### src/rtl/vscale_hasti_arbiter_if.sv
// Bus bundle between the two core-side HASTI masters, the arbiter and the shared slave.
// Master-side vectors are packed {m1, m0}.
interface vscale_hasti_arbiter_if;
   logic [63:0] m_haddr;
   logic [1:0]  m_hwrite;
   logic [5:0]  m_hsize;
   logic [5:0]  m_hburst;
   logic [1:0]  m_hmastlock;
   logic [7:0]  m_hprot;
   logic [3:0]  m_htrans;
   logic [63:0] m_hwdata;
   logic [63:0] m_hrdata;
   logic [1:0]  m_hready;
   logic [1:0]  m_hresp;

   logic [31:0] s_haddr;
   logic        s_hwrite;
   logic [2:0]  s_hsize;
   logic [2:0]  s_hburst;
   logic        s_hmastlock;
   logic [3:0]  s_hprot;
   logic [1:0]  s_htrans;
   logic [31:0] s_hwdata;
   logic [31:0] s_hrdata;
   logic        s_hready;
   logic        s_hresp;

   // slave: the arbiter's view; master: the masters plus the shared slave around it
   modport slave (
      input  m_haddr, m_hwrite, m_hsize, m_hburst, m_hmastlock, m_hprot, m_htrans, m_hwdata,
      output m_hrdata, m_hready, m_hresp,
      output s_haddr, s_hwrite, s_hsize, s_hburst, s_hmastlock, s_hprot, s_htrans, s_hwdata,
      input  s_hrdata, s_hready, s_hresp
   );

   modport master (
      output m_haddr, m_hwrite, m_hsize, m_hburst, m_hmastlock, m_hprot, m_htrans, m_hwdata,
      input  m_hrdata, m_hready, m_hresp,
      input  s_haddr, s_hwrite, s_hsize, s_hburst, s_hmastlock, s_hprot, s_htrans, s_hwdata,
      output s_hrdata, s_hready, s_hresp
   );
endinterface

### src/rtl/vscale_hasti_arbiter.sv
// Round-robin two-master HASTI arbiter with data-phase owner tracking and a per-master
// read-data hold for beats that complete while their master loses the next arbitration.
module vscale_hasti_arbiter (
   input logic                   hclk,
   input logic                   hresetn,
   vscale_hasti_arbiter_if.slave bus
);
   localparam logic [1:0] HTRANS_IDLE = 2'b00;
   localparam logic       HRESP_OKAY  = 1'b0;

   logic [1:0]       w_req;
   logic [1:0]       w_gnt;
   logic [1:0]       w_own;
   logic [1:0]       w_hready;
   logic [1:0]       w_hresp;
   logic [1:0]       w_hold_cap;
   logic [63:0]      w_hrdata;
   logic             w_gnt_any;
   logic             w_sel;

   logic             r_last_gnt;
   logic             r_dp_valid;
   logic             r_dp_owner;
   logic [1:0]       r_hold_valid;
   logic [1:0]       r_hold_resp;
   logic [1:0][31:0] r_hold_data;

   assign w_req = {bus.m_htrans[3], bus.m_htrans[1]};

   // Contention goes to whoever did not win last; reset forces every grant off.
   always_comb begin
      w_gnt = 2'b00;
      if (hresetn && bus.s_hready) begin
         if (&w_req) w_gnt = r_last_gnt ? 2'b01 : 2'b10;
         else        w_gnt = w_req;
      end
   end

   assign w_gnt_any = |w_gnt;
   assign w_sel     = w_gnt[1];

   assign bus.s_haddr     = w_sel ? bus.m_haddr[63:32]  : bus.m_haddr[31:0];
   assign bus.s_hwrite    = w_sel ? bus.m_hwrite[1]     : bus.m_hwrite[0];
   assign bus.s_hsize     = w_sel ? bus.m_hsize[5:3]    : bus.m_hsize[2:0];
   assign bus.s_hburst    = w_sel ? bus.m_hburst[5:3]   : bus.m_hburst[2:0];
   assign bus.s_hmastlock = w_sel ? bus.m_hmastlock[1]  : bus.m_hmastlock[0];
   assign bus.s_hprot     = w_sel ? bus.m_hprot[7:4]    : bus.m_hprot[3:0];
   assign bus.s_htrans    = !w_gnt_any ? HTRANS_IDLE :
                            (w_sel ? bus.m_htrans[3:2] : bus.m_htrans[1:0]);
   assign bus.s_hwdata    = r_dp_owner ? bus.m_hwdata[63:32] : bus.m_hwdata[31:0];

   assign w_own = !r_dp_valid ? 2'b00 : (r_dp_owner ? 2'b10 : 2'b01);

   always_comb begin
      w_hready   = 2'b11;
      w_hresp    = {2{HRESP_OKAY}};
      w_hrdata   = {2{bus.s_hrdata}};
      w_hold_cap = 2'b00;
      for (int i = 0; i < 2; i++) begin
         w_hold_cap[i] = bus.s_hready & w_own[i] & w_req[i] & ~w_gnt[i];
         if (hresetn)
            w_hready[i] = (~w_req[i] | w_gnt[i]) & (r_hold_valid[i] | ~w_own[i] | bus.s_hready);
         if (r_hold_valid[i]) begin
            w_hrdata[32*i +: 32] = r_hold_data[i];
            w_hresp[i]           = r_hold_resp[i];
         end else if (w_own[i]) begin
            w_hresp[i] = bus.s_hresp;
         end
      end
   end

   assign bus.m_hready = w_hready;
   assign bus.m_hresp  = w_hresp;
   assign bus.m_hrdata = w_hrdata;

   always_ff @(posedge hclk or negedge hresetn) begin
      if (!hresetn) begin
         r_last_gnt   <= 1'b1;
         r_dp_valid   <= 1'b0;
         r_dp_owner   <= 1'b0;
         r_hold_valid <= 2'b00;
         r_hold_resp  <= 2'b00;
         r_hold_data  <= '0;
      end else begin
         if (w_gnt_any) r_last_gnt <= w_sel;
         if (bus.s_hready) begin
            r_dp_valid <= w_gnt_any;
            r_dp_owner <= w_sel;
         end
         // A captured beat is replayed on the cycle the master's next address is finally granted.
         for (int i = 0; i < 2; i++) begin
            if (w_hold_cap[i]) begin
               r_hold_valid[i] <= 1'b1;
               r_hold_data[i]  <= bus.s_hrdata;
               r_hold_resp[i]  <= bus.s_hresp;
            end else if (w_hready[i]) begin
               r_hold_valid[i] <= 1'b0;
            end
         end
      end
   end
endmodule

### src/flat_wrapper.sv
// flat-port wrapper written by rule: the top's interface ports become plain ports
module vscale_hasti_arbiter_flat 
  (hclk, hresetn, bus_m_haddr, bus_m_hwrite, bus_m_hsize, bus_m_hburst, bus_m_hmastlock, bus_m_hprot, bus_m_htrans, bus_m_hwdata, bus_m_hrdata, bus_m_hready, bus_m_hresp, bus_s_haddr, bus_s_hwrite, bus_s_hsize, bus_s_hburst, bus_s_hmastlock, bus_s_hprot, bus_s_htrans, bus_s_hwdata, bus_s_hrdata, bus_s_hready, bus_s_hresp);
  vscale_hasti_arbiter_if bus_i ();
  input logic hclk;
  input logic hresetn;
  input wire logic [$bits(bus_i.m_haddr)-1:0] bus_m_haddr;
  input wire logic [$bits(bus_i.m_hwrite)-1:0] bus_m_hwrite;
  input wire logic [$bits(bus_i.m_hsize)-1:0] bus_m_hsize;
  input wire logic [$bits(bus_i.m_hburst)-1:0] bus_m_hburst;
  input wire logic [$bits(bus_i.m_hmastlock)-1:0] bus_m_hmastlock;
  input wire logic [$bits(bus_i.m_hprot)-1:0] bus_m_hprot;
  input wire logic [$bits(bus_i.m_htrans)-1:0] bus_m_htrans;
  input wire logic [$bits(bus_i.m_hwdata)-1:0] bus_m_hwdata;
  output wire logic [$bits(bus_i.m_hrdata)-1:0] bus_m_hrdata;
  output wire logic [$bits(bus_i.m_hready)-1:0] bus_m_hready;
  output wire logic [$bits(bus_i.m_hresp)-1:0] bus_m_hresp;
  output wire logic [$bits(bus_i.s_haddr)-1:0] bus_s_haddr;
  output wire logic [$bits(bus_i.s_hwrite)-1:0] bus_s_hwrite;
  output wire logic [$bits(bus_i.s_hsize)-1:0] bus_s_hsize;
  output wire logic [$bits(bus_i.s_hburst)-1:0] bus_s_hburst;
  output wire logic [$bits(bus_i.s_hmastlock)-1:0] bus_s_hmastlock;
  output wire logic [$bits(bus_i.s_hprot)-1:0] bus_s_hprot;
  output wire logic [$bits(bus_i.s_htrans)-1:0] bus_s_htrans;
  output wire logic [$bits(bus_i.s_hwdata)-1:0] bus_s_hwdata;
  input wire logic [$bits(bus_i.s_hrdata)-1:0] bus_s_hrdata;
  input wire logic [$bits(bus_i.s_hready)-1:0] bus_s_hready;
  input wire logic [$bits(bus_i.s_hresp)-1:0] bus_s_hresp;
  assign bus_i.m_haddr = bus_m_haddr;
  assign bus_i.m_hwrite = bus_m_hwrite;
  assign bus_i.m_hsize = bus_m_hsize;
  assign bus_i.m_hburst = bus_m_hburst;
  assign bus_i.m_hmastlock = bus_m_hmastlock;
  assign bus_i.m_hprot = bus_m_hprot;
  assign bus_i.m_htrans = bus_m_htrans;
  assign bus_i.m_hwdata = bus_m_hwdata;
  assign bus_m_hrdata = bus_i.m_hrdata;
  assign bus_m_hready = bus_i.m_hready;
  assign bus_m_hresp = bus_i.m_hresp;
  assign bus_s_haddr = bus_i.s_haddr;
  assign bus_s_hwrite = bus_i.s_hwrite;
  assign bus_s_hsize = bus_i.s_hsize;
  assign bus_s_hburst = bus_i.s_hburst;
  assign bus_s_hmastlock = bus_i.s_hmastlock;
  assign bus_s_hprot = bus_i.s_hprot;
  assign bus_s_htrans = bus_i.s_htrans;
  assign bus_s_hwdata = bus_i.s_hwdata;
  assign bus_i.s_hrdata = bus_s_hrdata;
  assign bus_i.s_hready = bus_s_hready;
  assign bus_i.s_hresp = bus_s_hresp;
  vscale_hasti_arbiter u_core (.hclk(hclk), .hresetn(hresetn), .bus(bus_i));
endmodule
### config.mk
export PLATFORM = sky130hd
export DESIGN_NAME = vscale_hasti_arbiter_flat
export DESIGN_NICKNAME = d
export VERILOG_FILES = /design/src/rtl/vscale_hasti_arbiter_if.sv /design/src/rtl/vscale_hasti_arbiter.sv /design/src/flat_wrapper.sv
export SDC_FILE = /design/constraint.sdc
export NUM_CORES = 1
export LEC_CHECK = 0
export CAP_MARGIN = 30
export CORE_AREA = 2 2 131 133
export CTS_BUF_LIST = sky130_fd_sc_hd__clkbuf_16
export CTS_CLUSTER_SIZE = 24
export DETAILED_ROUTE_END_ITERATION = 7
export DIE_AREA = 0 0 133 135
export GPL_TIMING_DRIVEN = 0
export HOLD_SLACK_MARGIN = 0.02
export PLACE_DENSITY = 0.68
export SLEW_MARGIN = 20
export SYNTH_ARGS = -nofsm -noshare
export SYNTH_HDL_FRONTEND = slang
export SYNTH_SLANG_ARGS = --single-unit
### constraint.sdc
create_clock -name hclk -period 3.3 [get_ports hclk]
set_input_delay 0.99 -clock hclk [delete_from_list [all_inputs] [get_ports hclk]]
set_output_delay 0.99 -clock hclk [all_outputs]
set_load 0.05 [all_outputs]
Word level (Yosys, flattened, before mapping)
Cells that the tools add are included.
{ "word_totals": {"output_inout_bits": 146, "inputBits": 192, "reg_bits": 71, "elab_cells": 60} }
{ "classes": {"n_reduce_logical": 5, "mux": 26, "n_bitwise": 20} }
{ "op_table": {"columns": ["operator", "n"], "rows": [
  ["two-way mux 32 bit", 4],
  ["two-way mux 2 bit", 7],
  ["two-way mux 1 bit", 12],
  ["AND 1 bit", 8],
  ["two-way mux 3 bit", 2],
  ["NOT 1 bit", 6],
  ["OR 1 bit", 6],
  ["two-way mux 4 bit", 1],
  ["nonzero test 2 bit", 2],
  ["AND reduction 2 bit", 1],
  ["OR reduction 2 bit", 1],
  ["logical AND 1 bit", 1]
]} }

Logic depth before layout (Yosys ltp)
Gate-level depths: netlist (run 1).
{ "depth": {"word_depth": 9, "mapped_depth": 5, "depth_no_buf": 3} }

Worst setup path after synthesis (run 1)
OpenSTA, ideal clock, no wires.
{ "synth_timing": {"kind": "input -> output", "startpoint": "input hresetn", "endpoint": "output bus_m_hready[1]", "t_arrival_ns": 2.478, "path_slack_ns": -0.168, "t_required_ns": 2.310, "path_buffers": 1, "stages": 4, "cell_sequence": "and2_1 buf_4 a21boi_0 o21ai_0"} }
{ "synth_via": {"elab_chain_cells": 5} }
{ "synth_lines": {"columns": ["item", "line_no", "source"], "rows": [
  ["from (decl)", "flat_wrapper.sv:6", "input logic hresetn;"],
  ["logical AND 1 bit", "vscale_hasti_arbiter.sv:33", "if (hresetn && bus.s_hready) begin"],
  ["two-way mux 2 bit", "vscale_hasti_arbiter.sv:33", null],
  ["OR 1 bit", "vscale_hasti_arbiter.sv:62", "w_hready[i] = (~w_req[i] | w_gnt[i]) & (r_hold_valid[i] | ~w_own[i] | bus.s_hready);"],
  ["AND 1 bit", "vscale_hasti_arbiter.sv:62", null],
  ["two-way mux 1 bit *", "vscale_hasti_arbiter.sv:61", "if (hresetn)"],
  ["to (decl)", "flat_wrapper.sv:16", "output wire logic [$bits(bus_i.m_hready)-1:0] bus_m_hready;"]
]} }
Mark *: on every way between the ends. The rest lies on a longest branch, timed or not.

Worst setup path in the final report (run 1)
{ "layout_timing": {"startpoint": "input bus_m_htrans[3]", "endpoint": "output bus_s_haddr[7]"} }
{ "layout_via": {"elab_chain_cells": 4} }
{ "layout_lines": {"columns": ["item", "line_no", "source"], "rows": [
  ["from (decl)", "flat_wrapper.sv:13", "input wire logic [$bits(bus_i.m_htrans)-1:0] bus_m_htrans;"],
  ["AND reduction 2 bit", "vscale_hasti_arbiter.sv:34", "if (&w_req) w_gnt = r_last_gnt ? 2'b01 : 2'b10;"],
  ["two-way mux 2 bit *", "vscale_hasti_arbiter.sv:34", null],
  ["two-way mux 2 bit *", "vscale_hasti_arbiter.sv:33", null],
  ["two-way mux 32 bit *", "vscale_hasti_arbiter.sv:42", "assign bus.s_haddr = w_sel ? bus.m_haddr[63:32] : bus.m_haddr[31:0];"],
  ["to (decl)", "flat_wrapper.sv:18", "output wire logic [$bits(bus_i.s_haddr)-1:0] bus_s_haddr;"]
]} }
Marks and branches as above.

==> results of run 1 <==
==> stage by stage <==
step                hold WS [ps]  worst slack, ps  cells  power, mW
CTS                          442             4.07    921       3.77
finish                       454             61.0    921       3.75
global route                 436             9.97    921       3.93
global placement             465            -3600    892       2.78
floorplan                    452              149    335       2.20
detailed placement           474            -1130    893       2.83
==> placed cells by master, fill, tap and decap left out, types with 2 or more instances in the layout <==
cell type,netlist,final
bufbuf_16,0,2
buf_2,5,14
clkinvlp_4,0,2
buf_16,0,3
nand3_1,3,3
clkbuf_16,0,9
nand2_1,3,2
dlygate4sd2_1,0,99
a21oi_4,2,2
inv_6,0,2
o21ai_1,0,2
a21oi_1,2,2
buf_12,0,7
buf_4,7,26
dfrtp_1,70,70
a32o_1,2,2
mux2_2,165,165
mux2_1,2,2
nand2b_1,2,2
inv_1,1,2
buf_8,0,2
clkdlybuf4s50_1,0,187
nor2_1,3,3
clkdlybuf4s15_2,0,8
mux2_4,39,39
nor3_1,2,2
buf_6,4,23
o21ai_0,5,3
==> path summary, 6_finish.rpt <==
check | end | from
max in group asynchronous | u_core.r_hold_data[2] | hresetn
min in group hclk | u_core.r_hold_data[22] | u_core.r_hold_data[22]
max reg2reg | u_core.r_hold_data[48] | u_core.r_last_gnt
min | u_core.r_hold_valid[1] | hresetn
max | bus_s_haddr[7] | bus_m_htrans[3]
min reg2reg | u_core.r_hold_data[22] | u_core.r_hold_data[22]
==> metal layers <==
layer,vias to the layer above,GRT usage
li1,1969,-
met1,2047,0.228
met2,173,0.386
met3,28,0.0612
met4,0,0.0651
met5,-,0
==> state kept, by name (all words and copies together), names as in the netlist <==
name	count
u_core.r_hold_data	64
u_core.r_hold_resp	2
u_core.r_hold_valid	2
u_core.r_dp_owner	1
u_core.r_dp_valid	1
u_core.r_last_gnt	1
==> final cells by class <==
class                   count  area, µm²
fillers                  1450       7660
clock inverters             7       71.3
diodes                      1       2.50
clock buffers               9        225
well taps                 220        275
flip-flops and latches     71       1780
plain buffers              22        180
inverters                   1       3.75
repair buffers            349       3490
multi-input cells         241       2720
==> critical path, cell delays in order <==
cell and delay (ps):
clkdlybuf4s15_2 300, nand3_4 160, buf_12 180, buf_16 130, mux2_4 290, buf_4 190
==> power groups by stage <==
stage,clock [mW],combinational [mW],sequential (mW)
2_1_floorplan,0,0.992,1.21
6_report,0.970,1.54,1.24
5_1_grt,1.04,1.62,1.27
4_1_cts,0.986,1.55,1.24
3_3_place_gp,0,1.55,1.23
3_5_place_dp,0,1.58,1.25
==> logic make-up after synthesis <==
kind of cell    Yosys count  share of synthesized area
simple gates             19                     0.0241
buf+inv                  24                     0.0330
compound gates           15                     0.0254
mux                     206                      0.533
flops                    71                      0.384
==> what timing repair did <==
| action | 4_1_cts | 5_1_grt |
|---|---|---|
| buffers inserted | 7 | 0 |
| pin swaps | 2 | 2 |
| resized for setup | 408 | 15 |
| endpoints found under the setup margin | 146 | 39 |
| cloned | 5 | 0 |
==> reports/qor.yml, run 1 <==
outcome:
  status: "finished, final reports clean"
yosys:
  async_reset_ff_frac: 1.00
  synth_common_cells: "165 x mux2_2, 70 x dfrtp_1, 39 x mux2_4"
  synth_top_area_frac: 0.402
  synth_seq_area_share: 0.384
  synth-seq-cells: 71
  syn_inst: 335
  synth_edf_count: 0
  yosysTopAreaCell: "mux2_2"
  synth_area_mm2: 0.00463
  syn_nets: 527
  synth_most_common_cell: "mux2_2"
  synthesis.yosys.warnings: 0
  syn_avg_cell_area_um2: 13.8
  synth_cell_types: 27
  synth_ff_type: "dfrtp_1"
  ys_top_cells_by_area: "mux2_2 40%, dfrtp_1 38%, mux2_4 13%"
placement:
  gp_congestion: 0.911
  placement.io_buffers: 337
  dp_hpwl_um: 14800
  placed_area_mm2: 0.00829
timing:
  period_share: 0.982
  rsz0062_at_grt: "false"
  relSlewSlack: 0.633
  finalSetupTns_ps: 0
  finalHoldViolations: 0
  fmax_mhz: 309
  finalClockSkew_ps: 8.96
  maxSlewViolCount: 0
  setup_viol: 0
  min_period_ps: 3240
  tightest_slew_ps: 553
setup_path:
  critical_path_arrival_ps: 2250
  r2r_slack_ps: 1500
  rr_worst_depth: 5
  crit_type: "input port to primary output"
  end_kind: "primary output"
  required_ps: 2310
  path_max_fanout: 8
  cp-start-kind: "input port"
routing:
  postRouteAntennaNets: 0
  wl_met3_um: 1390
  met1Wirelength_um: 7320
  drc: 0
  vias_per_cell: 4.58
  drtIter0Drc: 128
  num_vias: 4217
  wirelength_um: 19000
  met2_wirelength_um: 9830
  wl_per_cell_um: 20.6
  drt-pass1-iter-count: 4
  routed.top_layer: "met4"
clocking:
  insertion_delay_ps: 330
  cts_sinks: 71
  cts_root_buf: "clkbuf_16"
  hold_buffers: 0
  tritoncts: "done"
  clockBufferDepth: 2
  cts_max_level: 3
  cts_inserted_buffers: 9
  cts.reportedPaths.clkPinSlew_ps: 60
worst_hold_path:
  hp-class: "input port to async pin"
floorplanning:
  io_pins: 338
  core.rowCount: 47
  dieArea_mm2: 0.0180
  core_mm2: 0.0164
  die_w_um: 133
  start_util: 0.282
  die_h_um: 135
pwr:
  combPwrFrac: 0.411
  power_frac_clock: 0.258
  power.internal_mw: 2.43
  power_density_mw_per_mm2: 429
  leakage_nw: 3.92
  p_sw_mw: 1.33
  p_seq_frac: 0.330
  ir_drop_uv: 276
  switching_share: 0.353
global_route:
  grt_usage: 0.208
  grt_max_degree: 39
  grt_overflow: 0
  first_global_vias: 4791
  antenna_found_initial: 1
  grt_first_pass_wirelength_um: 28500
job:
  cap_violations: 0
final_layout:
  nets: 887
  post-route-util: 0.533
  fin_area_mm2: 0.00874
  area_growth_pct: 89.0
  drive_gt1_frac: 0.444
Power figures use the tool's default switching activity.
==> run 2, diff against run 1 <==
--- a/config.mk
+++ b/config.mk
@@ -6,14 +6,14 @@
 export NUM_CORES = 1
 export LEC_CHECK = 0
 export CAP_MARGIN = 30
-export CORE_AREA = 2 2 131 133
+export CORE_AREA = 2 2 133 135
 export CTS_BUF_LIST = sky130_fd_sc_hd__clkbuf_16
 export CTS_CLUSTER_SIZE = 24
 export DETAILED_ROUTE_END_ITERATION = 7
-export DIE_AREA = 0 0 133 135
+export DIE_AREA = 0 0 135 137
 export GPL_TIMING_DRIVEN = 0
 export HOLD_SLACK_MARGIN = 0.02
-export PLACE_DENSITY = 0.68
+export PLACE_DENSITY = 0.66
 export SLEW_MARGIN = 20
 export SYNTH_ARGS = -nofsm -noshare
 export SYNTH_HDL_FRONTEND = slang
==> constraint.sdc (replaced) <==
create_clock -name hclk -period 3.6 [get_ports hclk]
set_input_delay 1.08 -clock hclk [delete_from_list [all_inputs] [get_ports hclk]]
set_output_delay 1.08 -clock hclk [all_outputs]
set_load 0.05 [all_outputs]
==> reports/qor.yml, run 2 (synthesized netlist as in run 1, its figures left out) <==
timing:
  finalHoldViolations: 0
  fin_ws_ps: 12.5
  hold-worst-slack_ps: 500
  fmax_mhz: 279
  maxSlewViolCount: 0
  finalClockSkew_ps: 3.60
  min_period_ps: 3590
  period_share: 0.997
  relSlewSlack: 0.603
  tightest_slew_ps: 596
  setup_viol: 0
setup_path:
  crit_type: "input port to primary output"
  reg2reg_to: "u_core.r_hold_data[62]"
  rr_startpoint: "u_core.r_last_gnt"
  r2r_slack_ps: 1790
  end_kind: "primary output"
  cp-start-kind: "input port"
  path_max_fanout: 1
  critical_path_arrival_ps: 2510
  required_ps: 2520
  rr_worst_depth: 5
placement:
  gp_congestion: 0.988
  dp_hpwl_um: 15000
  placed_area_mm2: 0.00830
  placement.io_buffers: 337
  place_ws_ps: -1200
final_layout:
  nFillCells: 1496
  largestRegisters: "u_core.r_hold_data: 64 flops, u_core.r_hold_resp: 2 flops, u_core.r_hold_valid: 2 flops"
  multiInputGateArea_mm2: 0.00272
  final_common_cell: "clkdlybuf4s50_1"
  fin_area_mm2: 0.00891
  post-route-util: 0.522
  area_growth_pct: 92.6
  nets: 891
  largest-register: "u_core.r_hold_data"
  largest_reg_flops: 64
  drive_gt1_frac: 0.443
  regArea_mm2: 0.00178
  mostFrequentLayoutCells: "199 x clkdlybuf4s50_1, 165 x mux2_2, 78 x dlygate4sd2_1, 70 x dfrtp_1, 39 x mux2_4"
floorplanning:
  core.rowCount: 48
  core_mm2: 0.0171
  die_h_um: 137
  dieArea_mm2: 0.0185
  die_w_um: 135
  start_util: 0.271
  io_pins: 338
global_route:
  grt_max_degree: 23
  grt_overflow: 0
  grt_first_pass_wirelength_um: 27900
  antenna_found_initial: 1
  grt_usage: 0.202
  first_global_vias: 4634
pwr:
  ir_drop_uv: 260
  switching_share: 0.330
  power_frac_clock: 0.295
  leakage_nw: 4.06
  power_density_mw_per_mm2: 411
  power.internal_mw: 2.45
  p_seq_frac: 0.310
  p_sw_mw: 1.21
  combPwrFrac: 0.395
clocking:
  insertion_delay_ps: 330
  tritoncts: "done"
  hold_buffers: 0
  cts.reportedPaths.clkPinSlew_ps: 60
  clockBufferDepth: 2
  cts_inserted_buffers: 9
  cts_sinks: 71
  cts_root_buf: "clkbuf_16"
  cts_max_level: 3
outcome:
  status: "finished, final reports clean"
worst_hold_path:
  hold_path.startpoint: "u_core.r_hold_data[23]"
  min_to: "u_core.r_hold_data[23]"
  hp-class: "flip-flop to flip-flop"
  min_delay_path_depth: 1
routing:
  wirelength_um: 19500
  drt-pass1-iter-count: 6
  vias_per_cell: 4.59
  drc: 0
  wl_per_cell_um: 20.9
  postRouteAntennaNets: 0
  num_vias: 4267
  drtIter0Drc: 102
job:
  cap_violations: 0
-- run 2: cell count changes in the layout (fill, tap and decap cells not counted), moves of 3 or more --
cell	previous run	this run
clkdlybuf4s50_1	187	199
dlygate4sd2_1	99	78
bufinv_16	1	4
buf_2	14	18
buf_6	23	20
dlymetal6s2s_1	0	10
-- run 2: area by class of cell --
| type | count | share of cell area |
|---|---|---|
| timing repair buffer | 353 | 0.402 |
| multi-input combinational | 241 | 0.305 |
| sequential | 71 | 0.200 |
| tap | 225 | 0.0316 |
| clock buffer | 9 | 0.0253 |
| buffer | 22 | 0.0206 |
| clock inverter | 7 | 0.0153 |
| inverter | 1 | 0.000421 |
| antenna | 1 | 0.000281 |
-- run 2: stage by stage --
step	power, mW	setup TNS (ps)	cells
floorplan	2.01	0	335
finish	3.66	0	930
CTS	3.70	-24.3	926
global route	3.82	-9.56	930
detailed placement	2.59	-54550	898
global placement	2.56	-384570	897
-- run 2: power by group through the flow --
stage	logic [mW]	clock network, mW	registers [mW]
global placement	1.43	0	1.13
CTS	1.45	1.11	1.13
global route	1.51	1.15	1.16
detailed placement	1.45	0	1.14
finish	1.45	1.08	1.13
floorplan	0.909	0	1.11
-- run 2: what timing repair did --
| action | in CTS | in global routing |
|---|---|---|
| gates resized for setup | 380 | 17 |
| endpoints found under the setup margin | 132 | 46 |
| cloned | 6 | 1 |
| pin swaps | 1 | 1 |
| buffers inserted | 6 | 3 |
| endpoints found under the hold margin | 0 | 0 |
-- run 2: how the worst max path moves through the flow --
| stage | depth (start not counted) | endpoint | slack (ps) | start |
|---|---|---|---|---|
| 2_1_floorplan | 2 | bus_m_hresp[1] | 270 | bus_s_hresp |
| 3_3_place_gp | 7 | bus_s_hprot[2] | -3560 | hresetn |
| 3_5_place_dp | 8 | bus_s_hprot[2] | -1200 | hresetn |
| 4_1_cts | 9 | bus_s_haddr[26] | -20 | hresetn |
| 5_1_grt | 3 | bus_s_hwdata[17] | -9 | bus_m_hwdata[49] |
| 6_report | 3 | bus_s_hwdata[5] | 10 | bus_m_hwdata[37] |
-- run 2: layer usage --
layer,part of all wire,wire length (µm),up-vias,GRT usage
met4,0.026,516,0,0.0642
met2,0.51,9870,178,0.365
met3,0.082,1590,24,0.0611
li1,-,-,1981,-
met1,0.39,7500,2084,0.228
met5,0,0,-,0
-- run 2: worst max-delay path, cell delays in order --
cell	delay (ps)
clkdlybuf4s50_1	460
mux2_2	160
clkdlybuf4s50_1	810
